==> config.mk <==
export PLATFORM = sky130hd
export DESIGN_NAME = timer_share_arbiter
export DESIGN_NICKNAME = d
export VERILOG_FILES = /design/src/rtl/timer_share_arbiter.sv
export SDC_FILE = /design/constraint.sdc
export NUM_CORES = 1
export LEC_CHECK = 0
export CAP_MARGIN = 20
export CORE_MARGIN = 2
export CORE_UTILIZATION = 58
export DETAILED_ROUTE_END_ITERATION = 10
export DONT_BUFFER_PORTS = 1
export GPL_TIMING_DRIVEN = 0
export HOLD_SLACK_MARGIN = 0.02
export PLACE_DENSITY = 0.8
export SYNTH_ARGS = -nofsm -noshare
export SYNTH_HDL_FRONTEND = slang
export SYNTH_SLANG_ARGS = --single-unit
==> constraint.sdc <==
create_clock -name clk -period 2.1 [get_ports clk]
set_input_delay 0.63 -clock clk [delete_from_list [all_inputs] [get_ports clk]]
set_output_delay 0.63 -clock clk [all_outputs]
set_load 0.005 [all_outputs]
==> src/rtl/timer_share_arbiter.sv <==
// timer_share_arbiter
//   Shares one WIDTH-bit up-counter between two requesters. Arbitration is
//   round-robin by default. The counter then runs from 0 up to the granted
//   requester's latched length. When it gets there, the arbiter pulses that
//   requester's done for one cycle and returns to IDLE.
//
//   Optional feature: define TIMER_ARB_FIXED_PRIO_EN to select fixed priority.
//   In that mode requester 0 always wins simultaneous requests, and the
//   round-robin pointer is held at 0.
//
// Ports
//   clk    in   rising-edge clock
//   reset  in   asynchronous active-low reset
//   req    in   [1:0] per-requester timer request (drop while granted = abort)
//   len0   in   [WIDTH-1:0] interval length of requester 0, sampled at grant
//   len1   in   [WIDTH-1:0] interval length of requester 1, sampled at grant
//   gnt    out  [1:0] registered one-hot grant, high while counting
//   done   out  [1:0] one-cycle completion pulse
//   busy   out  high whenever not IDLE
//   q      out  [WIDTH-1:0] shared counter value
module timer_share_arbiter #(
  parameter int WIDTH = 4
) (
  input  logic             clk,
  input  logic             reset,
  input  logic [1:0]       req,
  input  logic [WIDTH-1:0] len0,
  input  logic [WIDTH-1:0] len1,
  output logic [1:0]       gnt,
  output logic [1:0]       done,
  output logic             busy,
  output logic [WIDTH-1:0] q
);

  typedef enum logic [1:0] {
    IDLE = 2'd0,
    RUN  = 2'd1,
    DONE = 2'd2
  } state_e;

  state_e           state_q, state_d;
  logic [1:0]       gnt_q, gnt_d;
  logic [1:0]       done_q, done_d;
  logic [WIDTH-1:0] q_q, q_d;
  logic [WIDTH-1:0] len_q, len_d;
  logic             ptr_q, ptr_d;
  logic             win_q, win_d;   // index of the requester being timed
  logic             nxt_win;

  // Pick the winner for a grant taken from IDLE.
  always_comb begin
`ifdef TIMER_ARB_FIXED_PRIO_EN
    nxt_win = ~req[0];
`else
    nxt_win = req[ptr_q] ? ptr_q : ~ptr_q;
`endif
  end

  always_comb begin
    state_d = state_q;
    gnt_d   = gnt_q;
    done_d  = 2'b00;
    q_d     = q_q;
    len_d   = len_q;
    ptr_d   = ptr_q;
    win_d   = win_q;
    case (state_q)
      IDLE: begin
        gnt_d = 2'b00;
        q_d   = '0;
        if (|req) begin
          state_d = RUN;
          win_d   = nxt_win;
          gnt_d   = nxt_win ? 2'b10 : 2'b01;
          len_d   = nxt_win ? len1 : len0;
`ifdef TIMER_ARB_FIXED_PRIO_EN
          ptr_d   = 1'b0;
`else
          // The requester just served drops to lowest priority.
          ptr_d   = ~nxt_win;
`endif
        end
      end
      RUN: begin
        if (!req[win_q]) begin
          // Abort: the pointer keeps the value it took at grant.
          state_d = IDLE;
          gnt_d   = 2'b00;
          q_d     = '0;
        end else if (q_q == len_q) begin
          // The compare is checked before the increment, so q never wraps.
          state_d = DONE;
          gnt_d   = 2'b00;
          done_d  = win_q ? 2'b10 : 2'b01;
        end else begin
          q_d = q_q + WIDTH'(1);
        end
      end
      DONE: begin
        state_d = IDLE;
        q_d     = '0;
      end
      default: begin
        state_d = IDLE;
        gnt_d   = 2'b00;
        q_d     = '0;
      end
    endcase
  end

  always_ff @(posedge clk or negedge reset) begin
    if (!reset) begin
      state_q <= IDLE;
      gnt_q   <= 2'b00;
      done_q  <= 2'b00;
      q_q     <= '0;
      len_q   <= '0;
      ptr_q   <= 1'b0;
      win_q   <= 1'b0;
    end else begin
      state_q <= state_d;
      gnt_q   <= gnt_d;
      done_q  <= done_d;
      q_q     <= q_d;
      len_q   <= len_d;
      ptr_q   <= ptr_d;
      win_q   <= win_d;
    end
  end

  assign gnt  = gnt_q;
  assign done = done_q;
  assign q    = q_q;
  assign busy = (state_q != IDLE);

endmodule

==> impl_metrics.env <==
export IMPL_status="complete, no violations"
export IMPL_endpoint_kind="output pin"
export IMPL_synth_warnings=0
export IMPL_path_depth=1
export IMPL_dieArea_um2=1640
export IMPL_grt_pass1_vias=533
export IMPL_vias=560
export IMPL_grtUsageMet3_pct=5.56
export IMPL_wl_per_cell_um=14.6
export IMPL_grt_ovfl_total=0
export IMPL_cts_buffers=3
export IMPL_drtAntennaViolNets=0
export IMPL_maxCapViolations=0
export IMPL_netlist_area_um2=773
export IMPL_ir_drop_mv=0.753
export IMPL_comb_power_share_pct=35.1
export IMPL_startpoint="state_q[1]"
export IMPL_timing_final_hold_violations=0
export IMPL_post_cts_setup_buffers=0
export IMPL_synth_common_cells="dfrtp_1 (16), nor2_1 (14), a21oi_1 (9)"
export IMPL_cts_tree="built"
export IMPL_cp_top_family="flip-flops"
export IMPL_num_antenna_cells=0
export IMPL_grt_antenna_before_repair=0
export IMPL_worstReg2RegStart="q[1]"
export IMPL_cp_endpoint="busy"
export IMPL_synthMuxAreaShare_pct=7.93
export IMPL_synth_flop_cell="dfrtp_1"
export IMPL_gp_congestion=0.748
export IMPL_synth_top_area_cell="dfrtp_1"
export IMPL_via_per_inst=5.83
export IMPL_synthToLayoutAreaGrowth_pct=9.71
export IMPL_groute_usage_overall_pct=23.0
export IMPL_slew_viol_final=0
export IMPL_reg2regPathDepth=4
export IMPL_start_kind="register"
export IMPL_root_buffer="clkbuf_4"
export IMPL_crit_required_ns=1.47
export IMPL_fin_crit_ns=1.69
export IMPL_io_buffers=0
export IMPL_yosys_area_share_simple_pct=16.2
export IMPL_worstMarginPinSlew_ns=0.503
export IMPL_synthDistinctLibCells=24
export IMPL_ys_seq_area_share_pct=51.8
export IMPL_hp_class="primary input to register"
export IMPL_use_met2_pct=38.5
export IMPL_clock_power_share_pct=18.0
export IMPL_grt_pass1_wl_um=2380
export IMPL_synthMostInstantiatedCell="dfrtp_1"
export IMPL_r2r_slack_ns=0.47
export IMPL_critPathSlowestCell="dfrtp_1"
export IMPL_setup_viol=0
export IMPL_period_share_pct=80.7
export IMPL_drt_iter0_drc=12
export IMPL_intPower_uw=682
export IMPL_htree_levels=1
export IMPL_crit_type="register to output pin"
export IMPL_synth_cells=75
export IMPL_path_clk_slew_ns=0.09
export IMPL_powerDensity_nw_per_um2=1300
export IMPL_grt_util_met1_pct=26.7
export IMPL_cp_cell_sequence="or2_2"
export IMPL_place_hpwl_um=1090
export IMPL_synth_xor_area_share_pct=5.66
export IMPL_crit_buf_inv=0
export IMPL_timing_slew_headroom_pct=66.2
export IMPL_rsz0062_at_grt="false"
export IMPL_syn_mean_instance_area_um2=10.3
export IMPL_fill_cells=102
export IMPL_yosysTopAreaCellShare_pct=51.8
export IMPL_fin_skew_ns=0.00235
export IMPL_synthAdderAreaFrac_pct=1.62
export IMPL_async_flop_share_pct=100
export IMPL_holdWs_ns=0.498
export IMPL_fmax_mhz=590
export IMPL_cts_sinks=16
export IMPL_routed_wl_um=1400
export IMPL_start_util_pct=60.9
export IMPL_synth_compound_area_share_pct=14.2
export IMPL_synth_area_leaders="dfrtp_1 (52%), nor2_1 (6.8%), mux2i_1 (6.5%)"
export IMPL_grt_max_degree=11
export IMPL_clk_path_buf_depth=2
export IMPL_cellLeakagePower_uw=0.000385
export IMPL_fin_area_um2=848
export IMPL_nNetsFinal=95
export IMPL_syn_num_nets=88
export IMPL_drcViolationCount=0
export IMPL_drive_gt1_share_pct=12.3
export IMPL_p_seq_share_pct=46.9
export IMPL_power_switching_share_pct=38.3
export IMPL_totalPowerFinal_uw=1110
export IMPL_rows=13
export IMPL_synth_edf_count=0
export IMPL_insertion_delay_ns=0.28
export IMPL_p_sw_uw=423
export IMPL_ys_ff_latch=16
export IMPL_coreArea_um2=1270
export IMPL_io_pins=21
export IMPL_cpPeakStageDelay_ns=0.45
export IMPL_first_pass_iters=4
export IMPL_die_height_um=40.5
export IMPL_arrival_ns=1.06
export IMPL_grt_busiest_layer="met2"
export IMPL_setup_tns_ns=0
export IMPL_die_x_um=40.5
export IMPL_cts_resized=0
export IMPL_synth_top_family_by_area="simple AND/OR/NAND/NOR gates"
export IMPL_path_max_fanout=6
export IMPL_dpl_cell_area_um2=792
export IMPL_r2r_end="gnt[1]"
## cell families (layout without fill, tap and decap cells)
| group | Yosys count | count (layout) |
|---|---|---|
| flip-flops | 16 | 16 |
| adder cells (fa/ha/maj) | 1 | 1 |
| XOR/XNOR | 5 | 5 |
| AND/OR/NAND/NOR | 24 | 24 |
| buffers and inverters | 5 | 11 |
| multiplexers | 6 | 6 |
| AO/OA/AOI/OAI | 18 | 18 |
## power by group through the flow
stage               Clock (uW)  Combinational (uW)  Sequential (uW)
global placement             0                 357              519
floorplan                    0                 324              498
finish                     199                 388              519
global route               226                 443              539
detailed placement           0                 381              528
CTS                        205                 388              521
## layout by cell type, fill, tap and decap left out, drive strengths merged
| cell | count |
|---|---|
| nand2b | 1 |
| a21oi | 10 |
| o211ai | 1 |
| o21ai | 2 |
| dfrtp | 16 |
| o22ai | 1 |
| dlygate4sd3 | 2 |
| mux2i | 5 |
| nor2 | 14 |
| a211oi | 1 |
| nand3 | 2 |
| inv | 4 |
| a211o | 1 |
| ha | 1 |
| or4 | 1 |
| buf | 1 |
| or3 | 2 |
| a21o | 1 |
| clkbuf | 4 |
| or2 | 1 |
| o2bb2ai | 1 |
| nand2 | 2 |
| mux2 | 1 |
| nor4 | 1 |
| xor2 | 5 |
## final cells by class
cell class | instances | area [um2] | share of cell area (%)
Timing Repair Buffer | 2 | 20.0 | 2.36
Sequential cell | 16 | 400 | 47.2
Tap cell | 15 | 18.8 | 2.21
Inverter | 4 | 15.0 | 1.77
Buffer | 1 | 5.00 | 0.590
Clock buffer | 4 | 36.3 | 4.28
Multi-Input combinational cell | 54 | 353 | 41.6
## timing repair
item,4_1_cts,5_1_grt
endpoints found under the setup margin,0,0
hold buffers,1,1
endpoints found under the hold margin,7,9
## flip-flops by register name (all words and copies together) (netlist names)
name / cells
done: 2
gnt: 2
len_q: 4
ptr_q: 1
q: 4
state_q: 2
win_q: 1
## layer usage
metal,wire (um),vias to the layer above
li1,-,271
met1,575,259
met2,729,26
met4,21,0
met3,78,4
met5,0,-
## how the worst min path moves through the flow
stage,slack (ns),end,start,cells past startpoint
2_1_floorplan,0.33,done[0],reset,0
3_3_place_gp,0.33,gnt[0],reset,0
3_5_place_dp,0.33,q[3],reset,0
4_1_cts,0.02,done[0],reset,0
5_1_grt,0.49,done[1],req[1],2
6_report,0.50,done[1],req[1],2
## stage by stage
stage                     setup WS [ns]  instances  util [%]
after global routing              0.341         96      66.9
final                             0.406         96      66.9
after detailed placement          0.464         90      62.4
after CTS                         0.406         95      66.1
after floorplan                   0.645         75         -
after global placement            0.517         90      62.4
## worst register-to-register path, stage by stage, from the launching register on
cell     delay [ns]
dfrtp_1        0.45
xor2_1         0.21
nor4_4         0.54
nor2_1         0.13
a21o_1         0.21
Note: power is estimated with default switching activity, not from simulation.
